==> config.mk <==
export PLATFORM = sky130hd
export DESIGN_NAME = ysyx_23060075_ifu_prefetch_flat
export DESIGN_NICKNAME = d
export VERILOG_FILES = /design/src/rtl/ysyx_23060075_ifu_prefetch_if.sv /design/src/rtl/ysyx_23060075_ifu_prefetch.sv /design/src/flat_wrapper.sv
export SDC_FILE = /design/constraint.sdc
export NUM_CORES = 1
export LEC_CHECK = 0
export BUFFER_PORTS_ARGS = -buffer_cell sky130_fd_sc_hd__buf_2
export CORE_MARGIN = 4
export CORE_UTILIZATION = 50
export CTS_CLUSTER_DIAMETER = 30
export DETAILED_ROUTE_END_ITERATION = 8
export PLACE_DENSITY = 0.79
export SLEW_MARGIN = 15
export SYNTH_ARGS = -nofsm -noshare
export SYNTH_HDL_FRONTEND = slang
export SYNTH_SLANG_ARGS = --single-unit
==> constraint.sdc <==
create_clock -name clk -period 3.3 [get_ports clk]
set_input_delay 0.66 -clock clk [delete_from_list [all_inputs] [get_ports clk]]
set_output_delay 0.66 -clock clk [all_outputs]
set_load 0.03 [all_outputs]
==> src/rtl/ysyx_23060075_ifu_prefetch_if.sv <==
// ---------------------------------------------------------------------------
// ysyx_23060075_ifu_prefetch_if
// Bundles the instruction prefetcher's three channels:
//   redirect : redirect_valid / redirect_pc       (core -> prefetcher)
//   mem req  : mem_req_valid / mem_req_ready / mem_req_addr
//   mem rsp  : mem_rsp_valid / mem_rsp_data / mem_rsp_err (no ready: the
//              memory returns exactly one response per accepted request,
//              never in the cycle of acceptance)
//   out      : out_valid / out_ready / out_inst / out_pc / out_err
// Handshake rule for every valid/ready pair: a transfer happens on a rising
// clk edge where valid && ready are both 1; once valid is raised the sender
// keeps valid and its payload stable until that transfer, and ready may
// depend combinationally on nothing the receiver did not already see.
// Modports: master = prefetcher side, slave = core/memory environment side.
// ---------------------------------------------------------------------------
interface ysyx_23060075_ifu_prefetch_if #(
    parameter int XLEN = 32
);
    logic            redirect_valid;
    logic [XLEN-1:0] redirect_pc;

    logic            mem_req_valid;
    logic            mem_req_ready;
    logic [XLEN-1:0] mem_req_addr;

    logic            mem_rsp_valid;
    logic [XLEN-1:0] mem_rsp_data;
    logic            mem_rsp_err;

    logic            out_valid;
    logic            out_ready;
    logic [XLEN-1:0] out_inst;
    logic [XLEN-1:0] out_pc;
    logic            out_err;

    modport master (
        input  redirect_valid, redirect_pc,
        input  mem_req_ready, mem_rsp_valid, mem_rsp_data, mem_rsp_err,
        input  out_ready,
        output mem_req_valid, mem_req_addr,
        output out_valid, out_inst, out_pc, out_err
    );

    modport slave (
        output redirect_valid, redirect_pc,
        output mem_req_ready, mem_rsp_valid, mem_rsp_data, mem_rsp_err,
        output out_ready,
        input  mem_req_valid, mem_req_addr,
        input  out_valid, out_inst, out_pc, out_err
    );
endinterface

==> src/rtl/ysyx_23060075_ifu_prefetch.sv <==
// ---------------------------------------------------------------------------
// ysyx_23060075_ifu_prefetch
// Sequential instruction prefetcher: issues word-aligned fetches (one
// outstanding at a time) and queues {pc, inst, err} in a DEPTH-entry FIFO
// for decode. A redirect flushes the FIFO and restarts fetch; a request that
// is already on the bus when a redirect arrives has its response dropped.
// Ports:
//   clk, rst    : clock, synchronous active-high reset
//   bus         : ysyx_23060075_ifu_prefetch_if.master (redirect, mem, out)
//   dbg_state   : current FSM state (0 IDLE, 1 REQ, 2 WAIT, 3 DROP)
// Optional feature macro: YSYX_23060075_IFU_PREFETCH_BYPASS_EN -- when the
// FIFO is empty a response in WAIT is forwarded to out_* in the same cycle
// and is not queued if decode takes it.
// ---------------------------------------------------------------------------
module ysyx_23060075_ifu_prefetch #(
    parameter int              XLEN     = 32,
    parameter int              DEPTH    = 4,
    parameter logic [XLEN-1:0] RESET_PC = 32'h8000_0000
) (
    input  logic                               clk,
    input  logic                               rst,
    ysyx_23060075_ifu_prefetch_if.master       bus,
    output logic [1:0]                         dbg_state
);
    localparam int PW = $clog2(DEPTH);
    localparam int CW = PW + 1;

    typedef enum logic [1:0] {
        IDLE = 2'd0,
        REQ  = 2'd1,
        WAIT = 2'd2,
        DROP = 2'd3
    } state_t;

    state_t          state, state_next;
    logic [XLEN-1:0] fpc;          // next address to be fetched
    logic [XLEN-1:0] req_addr;     // address of the request on the bus / in flight
    logic            drop_pending; // redirect seen while a request was held in REQ

    logic [XLEN-1:0] buf_pc   [DEPTH];
    logic [XLEN-1:0] buf_inst [DEPTH];
    logic            buf_err  [DEPTH];
    logic [PW-1:0]   rd_ptr, wr_ptr;
    logic [CW-1:0]   count, count_next;

    logic            empty, accept, rsp_take, push, pop, bypass;
    logic [XLEN-1:0] redirect_aligned;
    logic            unused_redirect_lsb;

    assign redirect_aligned    = {bus.redirect_pc[XLEN-1:2], 2'b00};
    assign unused_redirect_lsb = ^bus.redirect_pc[1:0];
    assign dbg_state           = state;

    assign empty    = (count == '0);
    assign accept   = (state == REQ) && bus.mem_req_ready;
    assign rsp_take = (state == WAIT) && bus.mem_rsp_valid;

`ifdef YSYX_23060075_IFU_PREFETCH_BYPASS_EN
    assign bypass = empty && rsp_take && !bus.redirect_valid && !rst;
`else
    assign bypass = 1'b0;
`endif

    // A bypassed response that decode accepts is consumed without queueing.
    assign push = rsp_take && !bus.redirect_valid && !(bypass && bus.out_ready);
    assign pop  = !empty && bus.out_ready;

    assign count_next = count + CW'(push) - CW'(pop);

    // Output side
    always_comb begin
        bus.out_valid = !empty;
        bus.out_inst  = buf_inst[rd_ptr];
        bus.out_pc    = buf_pc[rd_ptr];
        bus.out_err   = !empty && buf_err[rd_ptr];
        if (bypass) begin
            bus.out_valid = 1'b1;
            bus.out_inst  = bus.mem_rsp_data;
            bus.out_pc    = req_addr;
            bus.out_err   = bus.mem_rsp_err;
        end
    end

    assign bus.mem_req_valid = (state == REQ);
    assign bus.mem_req_addr  = req_addr;

    // Next-state logic
    always_comb begin
        state_next = state;
        case (state)
            IDLE: begin
                if (!bus.redirect_valid && (count < CW'(DEPTH)))
                    state_next = REQ;
            end
            REQ: begin
                // Address is held through a redirect; its response is
                // discarded once the request finally goes out.
                if (accept)
                    state_next = (bus.redirect_valid || drop_pending) ? DROP : WAIT;
            end
            WAIT: begin
                if (bus.mem_rsp_valid) begin
                    if (bus.redirect_valid)
                        state_next = IDLE;
                    else
                        state_next = (count_next < CW'(DEPTH)) ? REQ : IDLE;
                end else if (bus.redirect_valid) begin
                    state_next = DROP;
                end
            end
            DROP: begin
                // A redirect here only moves fpc; the outstanding response
                // still has to be swallowed, and once it is there is nothing
                // left in flight.
                if (bus.mem_rsp_valid)
                    state_next = IDLE;
            end
            default: state_next = IDLE;
        endcase
    end

    always_ff @(posedge clk) begin
        if (rst) begin
            state        <= IDLE;
            fpc          <= RESET_PC;
            req_addr     <= RESET_PC;
            drop_pending <= 1'b0;
            rd_ptr       <= '0;
            wr_ptr       <= '0;
            count        <= '0;
        end else begin
            state <= state_next;

            if ((state != REQ) && (state_next == REQ))
                req_addr <= fpc;

            // A pending redirect already holds the new fpc; the dropped
            // request must not advance it.
            if (bus.redirect_valid)
                fpc <= redirect_aligned;
            else if (accept && !drop_pending)
                fpc <= fpc + XLEN'(4);

            if ((state == REQ) && !accept)
                drop_pending <= drop_pending || bus.redirect_valid;
            else
                drop_pending <= 1'b0;

            if (bus.redirect_valid) begin
                rd_ptr <= '0;
                wr_ptr <= '0;
                count  <= '0;
            end else begin
                if (push) begin
                    buf_pc[wr_ptr]   <= req_addr;
                    buf_inst[wr_ptr] <= bus.mem_rsp_data;
                    buf_err[wr_ptr]  <= bus.mem_rsp_err;
                    wr_ptr           <= wr_ptr + PW'(1);
                end
                if (pop)
                    rd_ptr <= rd_ptr + PW'(1);
                count <= count_next;
            end
        end
    end
endmodule

==> src/flat_wrapper.sv <==
// flat-port wrapper written by rule: the top's interface ports become plain ports
module ysyx_23060075_ifu_prefetch_flat 
#(
    parameter int              XLEN     = 32,
    parameter int              DEPTH    = 4,
    parameter logic [XLEN-1:0] RESET_PC = 32'h8000_0000
)
  (clk, rst, dbg_state, bus_redirect_valid, bus_redirect_pc, bus_mem_req_ready, bus_mem_rsp_valid, bus_mem_rsp_data, bus_mem_rsp_err, bus_out_ready, bus_mem_req_valid, bus_mem_req_addr, bus_out_valid, bus_out_inst, bus_out_pc, bus_out_err);
  ysyx_23060075_ifu_prefetch_if #(.XLEN(XLEN)) bus_i ();
  input  logic clk;
  input  logic rst;
  output logic [1:0] dbg_state;
  input wire logic [$bits(bus_i.redirect_valid)-1:0] bus_redirect_valid;
  input wire logic [$bits(bus_i.redirect_pc)-1:0] bus_redirect_pc;
  input wire logic [$bits(bus_i.mem_req_ready)-1:0] bus_mem_req_ready;
  input wire logic [$bits(bus_i.mem_rsp_valid)-1:0] bus_mem_rsp_valid;
  input wire logic [$bits(bus_i.mem_rsp_data)-1:0] bus_mem_rsp_data;
  input wire logic [$bits(bus_i.mem_rsp_err)-1:0] bus_mem_rsp_err;
  input wire logic [$bits(bus_i.out_ready)-1:0] bus_out_ready;
  output wire logic [$bits(bus_i.mem_req_valid)-1:0] bus_mem_req_valid;
  output wire logic [$bits(bus_i.mem_req_addr)-1:0] bus_mem_req_addr;
  output wire logic [$bits(bus_i.out_valid)-1:0] bus_out_valid;
  output wire logic [$bits(bus_i.out_inst)-1:0] bus_out_inst;
  output wire logic [$bits(bus_i.out_pc)-1:0] bus_out_pc;
  output wire logic [$bits(bus_i.out_err)-1:0] bus_out_err;
  assign bus_i.redirect_valid = bus_redirect_valid;
  assign bus_i.redirect_pc = bus_redirect_pc;
  assign bus_i.mem_req_ready = bus_mem_req_ready;
  assign bus_i.mem_rsp_valid = bus_mem_rsp_valid;
  assign bus_i.mem_rsp_data = bus_mem_rsp_data;
  assign bus_i.mem_rsp_err = bus_mem_rsp_err;
  assign bus_i.out_ready = bus_out_ready;
  assign bus_mem_req_valid = bus_i.mem_req_valid;
  assign bus_mem_req_addr = bus_i.mem_req_addr;
  assign bus_out_valid = bus_i.out_valid;
  assign bus_out_inst = bus_i.out_inst;
  assign bus_out_pc = bus_i.out_pc;
  assign bus_out_err = bus_i.out_err;
  ysyx_23060075_ifu_prefetch #(.XLEN(XLEN), .DEPTH(DEPTH), .RESET_PC(RESET_PC)) u_core (.clk(clk), .rst(rst), .bus(bus_i), .dbg_state(dbg_state));
endmodule
==> results.md <==
- CP required: 3670 ps
- Die outline width: 171.0 um
- CTS tree: built
- Clock Tree Buf Depth: 3
- Clock Skew: 18.06 ps
- CP max stage cell: buf_4
- Mapped Area: 13,290 um^2
- Die area: 29,250 um^2
- Register Area: 9016 um^2
- Leakage: 5.821 nW
- Post-synth EDFFs: 252
- Worst r2r dst: u_core.bus.mem_req_addr[9]$_SDFFE_PP0P_
- PortBufs: 165
- CTS Root Cell: clkbuf_16
- Buf/Inv on CP: 2
- Finished Layout Cells: 1,423
- Most used cell, CP: ha_1
- Hold EP: u_core.buf_inst[0][19]$_DFFE_PP_
- RSZ-0062 raised after global routing: false
- WL final: 28.61 mm
- Most frequent cells after synthesis: edfxtp_1, dfxtp_1, mux4_2
- Filler cell count: 1,888
- N_diodes: 0
- Yosys warns: 0
- Area of the multi-input gates: 3971 um^2
- Flop2flop setup slack: 350 ps
- Relative slew slack: 32.05%
- Yosys cell types: 66
- Final Max Slew Viols: 0
- CP Class: flop to flop
- Hold path depth: 1
- Synth area leaders: edfxtp_1, dfxtp_1, mux4_2
- Synth Instances: 864
- Min-delay src: bus_mem_rsp_data[19]
- Crit path max fanout: 58
- #FFs+latches synth: 324
- Area leader, netlist: edfxtp_1
- Reg-to-reg startpoint: u_core.count[2]$_SDFF_PP0_
- Worst ir drop on vdd: 0.4671 mV
- Row count: 59
- Antenna violations before repair: 0
- NumNets Final: 1,122
- Hold Crit Class: input port to flop
- Gr usage total: 19.41%
- Share of layout cells above drive strength 1: 32.17%
- Post-route ant nets: 0
- Synthesis-to-finish area growth: 22.61%
- PwrDens: 643.6 nW/um^2
- Crit end category: flop
- Final Cell Area: 16,300 um^2
- Placed Instance Area: 14,430 um^2
- First-pass GRT wire length: 44.93 mm
- Asr flop ratio synth: 0%
- H-tree depth: 2
- Worst EP arrival: 3330 ps
- Ys flop type: edfxtp_1
- Clock sinks: 324
- Setup TNS: 0 ps
- Total Power: 10.49 mW
- Post-CTS sizing: 0
- Outcome: finished clean
- Top-area cell type share of the netlist area: 56.93%
- Final Hold Vio Count: 0
- # Max-Cap Violations: 0
- Worst skew pair latency: 550 ps
- Cells after DPL: 1,320
- Clock slew at reported path FFs: 50 ps
- Pre-CTS setup slack: 197.2 ps
- Core Region: 26,130 um^2
- Wire per inst: 20.10 um
- CTS buffer count: 56
- CTS hold repair buffers: 0
- Via/cell ratio: 5.781
- GRT overflow: 0
- Final worst slack: 345.1 ps
- Max Freq: 0.3384 GHz
- DRT Pass-1 Iters: 6
- Top delay family on crit path: adder cells
- Pin count of the biggest net entering global routing: 64
- Starting Density: 50.86%
- Io pins: 172
- Crit path launch type: flop
- Post-CTS Setup Bufs: 0
- Via count: 8,227
- Seq/Total Area, Yosys: 67.78%
- Worst reg2reg path depth: 9
- Count leader, synth: edfxtp_1
- Vias in the first global route: 8,221
- Final period util: 89.54%
- Final critical-path required period: 2955 ps
- Residual DRC count: 0
- Routability congestion estimate: 0.8781
- Die H: 171.0 um
- Final setup violation count: 0
- Crit-path max cell delay: 440 ps
- Avg Cell Area, Syn: 15.38 um^2
- Slew @ Worst Pin: 1019 ps
- Cells along the critical path: o31a_1 > ha_1 > inv_1 > ha_1 > fa_1 > xor3_1 > and3_1 > buf_4 > o311ai_0
- Drt initial violations: 661
- Hpwl dp: 17.31 mm
## per-stage QoR
stage / utilization [%] / hold slack [ps]
after floorplan: - / 467.7
after global placement: 55.22 / 483.0
after detailed placement: 55.22 / 499.7
after CTS: 62.36 / 299.6
after global routing: 62.36 / 305.0
final: 62.36 / 327.2
## layer usage
metal | up-vias | global-route usage (%) | wire (um) | part of all wire (%)
met3 | 47 | 3.812 | 2010 | 7.0
met5 | - | 0 | 0 | 0
met4 | 0 | 5.443 | 571 | 2.0
met1 | 4051 | 26.88 | 12090 | 42
met2 | 331 | 31.79 | 13940 | 49
li1 | 3798 | - | - | -
## where the power goes
group	internal (mW)	switching, mW	leakage (nW)	total (mW)
clock network	3.63	1.93	0.892	5.56
logic	0.135	0.251	1.98	0.386
registers	4.45	0.0875	2.95	4.54
total	8.22	2.27	5.82	10.5
## state kept, by name, summed over array words and instances, names as in the netlist, named ones only
signal,cells
u_core.buf_inst,128
u_core.bus.mem_req_addr,30
u_core.rd_ptr,2
u_core.count,3
u_core.fpc,30
u_core.dbg_state,2
u_core.buf_err,4
u_core.wr_ptr,2
u_core.buf_pc,120
u_core.drop_pending,1
## layout make-up
| class | instances | area share, % |
|---|---|---|
| clock buffers | 66 | 9.152 |
| clock inverters | 37 | 2.296 |
| inverters | 11 | 0.2534 |
| multi-input cells | 469 | 24.37 |
| flip-flops and latches | 324 | 55.32 |
| well taps | 335 | 2.572 |
| repair buffers | 181 | 6.035 |
## cells by family (layout without fill, tap and decap cells)
group	Yosys count	in the layout	share of synthesized area [%]
fa+ha+maj	8	8	0.8095
simple gates	258	258	10.41
other cells	1	4	0.02821
xor+xnor	14	14	1.035
buf+inv	74	295	2.692
flops	324	324	67.78
mux	64	64	10.75
compound gates	121	121	6.496
## cells in the final DEF, fill, tap and decap left out, drive strengths merged, types with 2 or more instances in the layout
cell type  instances
nor2b              2
and2               4
o31a               2
nor4               5
nand2b            31
bufinv             5
xor2               7
or4               11
mux4              63
dfxtp             72
inv               16
nand4              8
nand2             51
a32oi              2
nor2              62
or3                9
nor3               4
conb               4
xnor2              6
ha                 7
o21ai              9
buf              181
clkbuf            66
o221ai             2
a21oi             36
o311ai            29
a211oi             9
and3              43
o211ai             5
o31ai              7
clkinvlp           5
nand3             17
and4               5
edfxtp           252
clkinv            22
a311oi             9
## worst reg2reg max path: cells and delay by family, from the launching register on
family	cells	cell delay, ps
buffers and inverters	2	480
and+or+nand+nor	1	220
DFF	1	380
adders and majority gates	3	850
AOI/OAI and AO/OA	2	620
xor gates and xnor gates	1	240
## worst max path at each step
| stage | slack, ps | cells past startpoint | to | from |
|---|---|---|---|---|
| finish | 350 | 9 | u_core.bus.mem_req_addr[9]$_SDFFE_PP0P_ | u_core.count[2]$_SDFF_PP0_ |
| global route | 150 | 9 | u_core.bus.mem_req_addr[14]$_SDFFE_PP0P_ | u_core.count[2]$_SDFF_PP0_ |
| CTS | 300 | 3 | bus_out_inst[5] | flop |
| detailed placement | 200 | 10 | u_core.bus.mem_req_addr[27]$_SDFFE_PP0P_ | bus_out_ready |
| global placement | 260 | 10 | u_core.bus.mem_req_addr[6]$_SDFFE_PP0P_ | bus_out_ready |
| floorplan | 370 | 12 | u_core.bus.mem_req_addr[30]$_SDFFE_PP0P_ | u_core.dbg_state[0]$_SDFF_PP0_ |
Power figures use the tool's default switching activity.
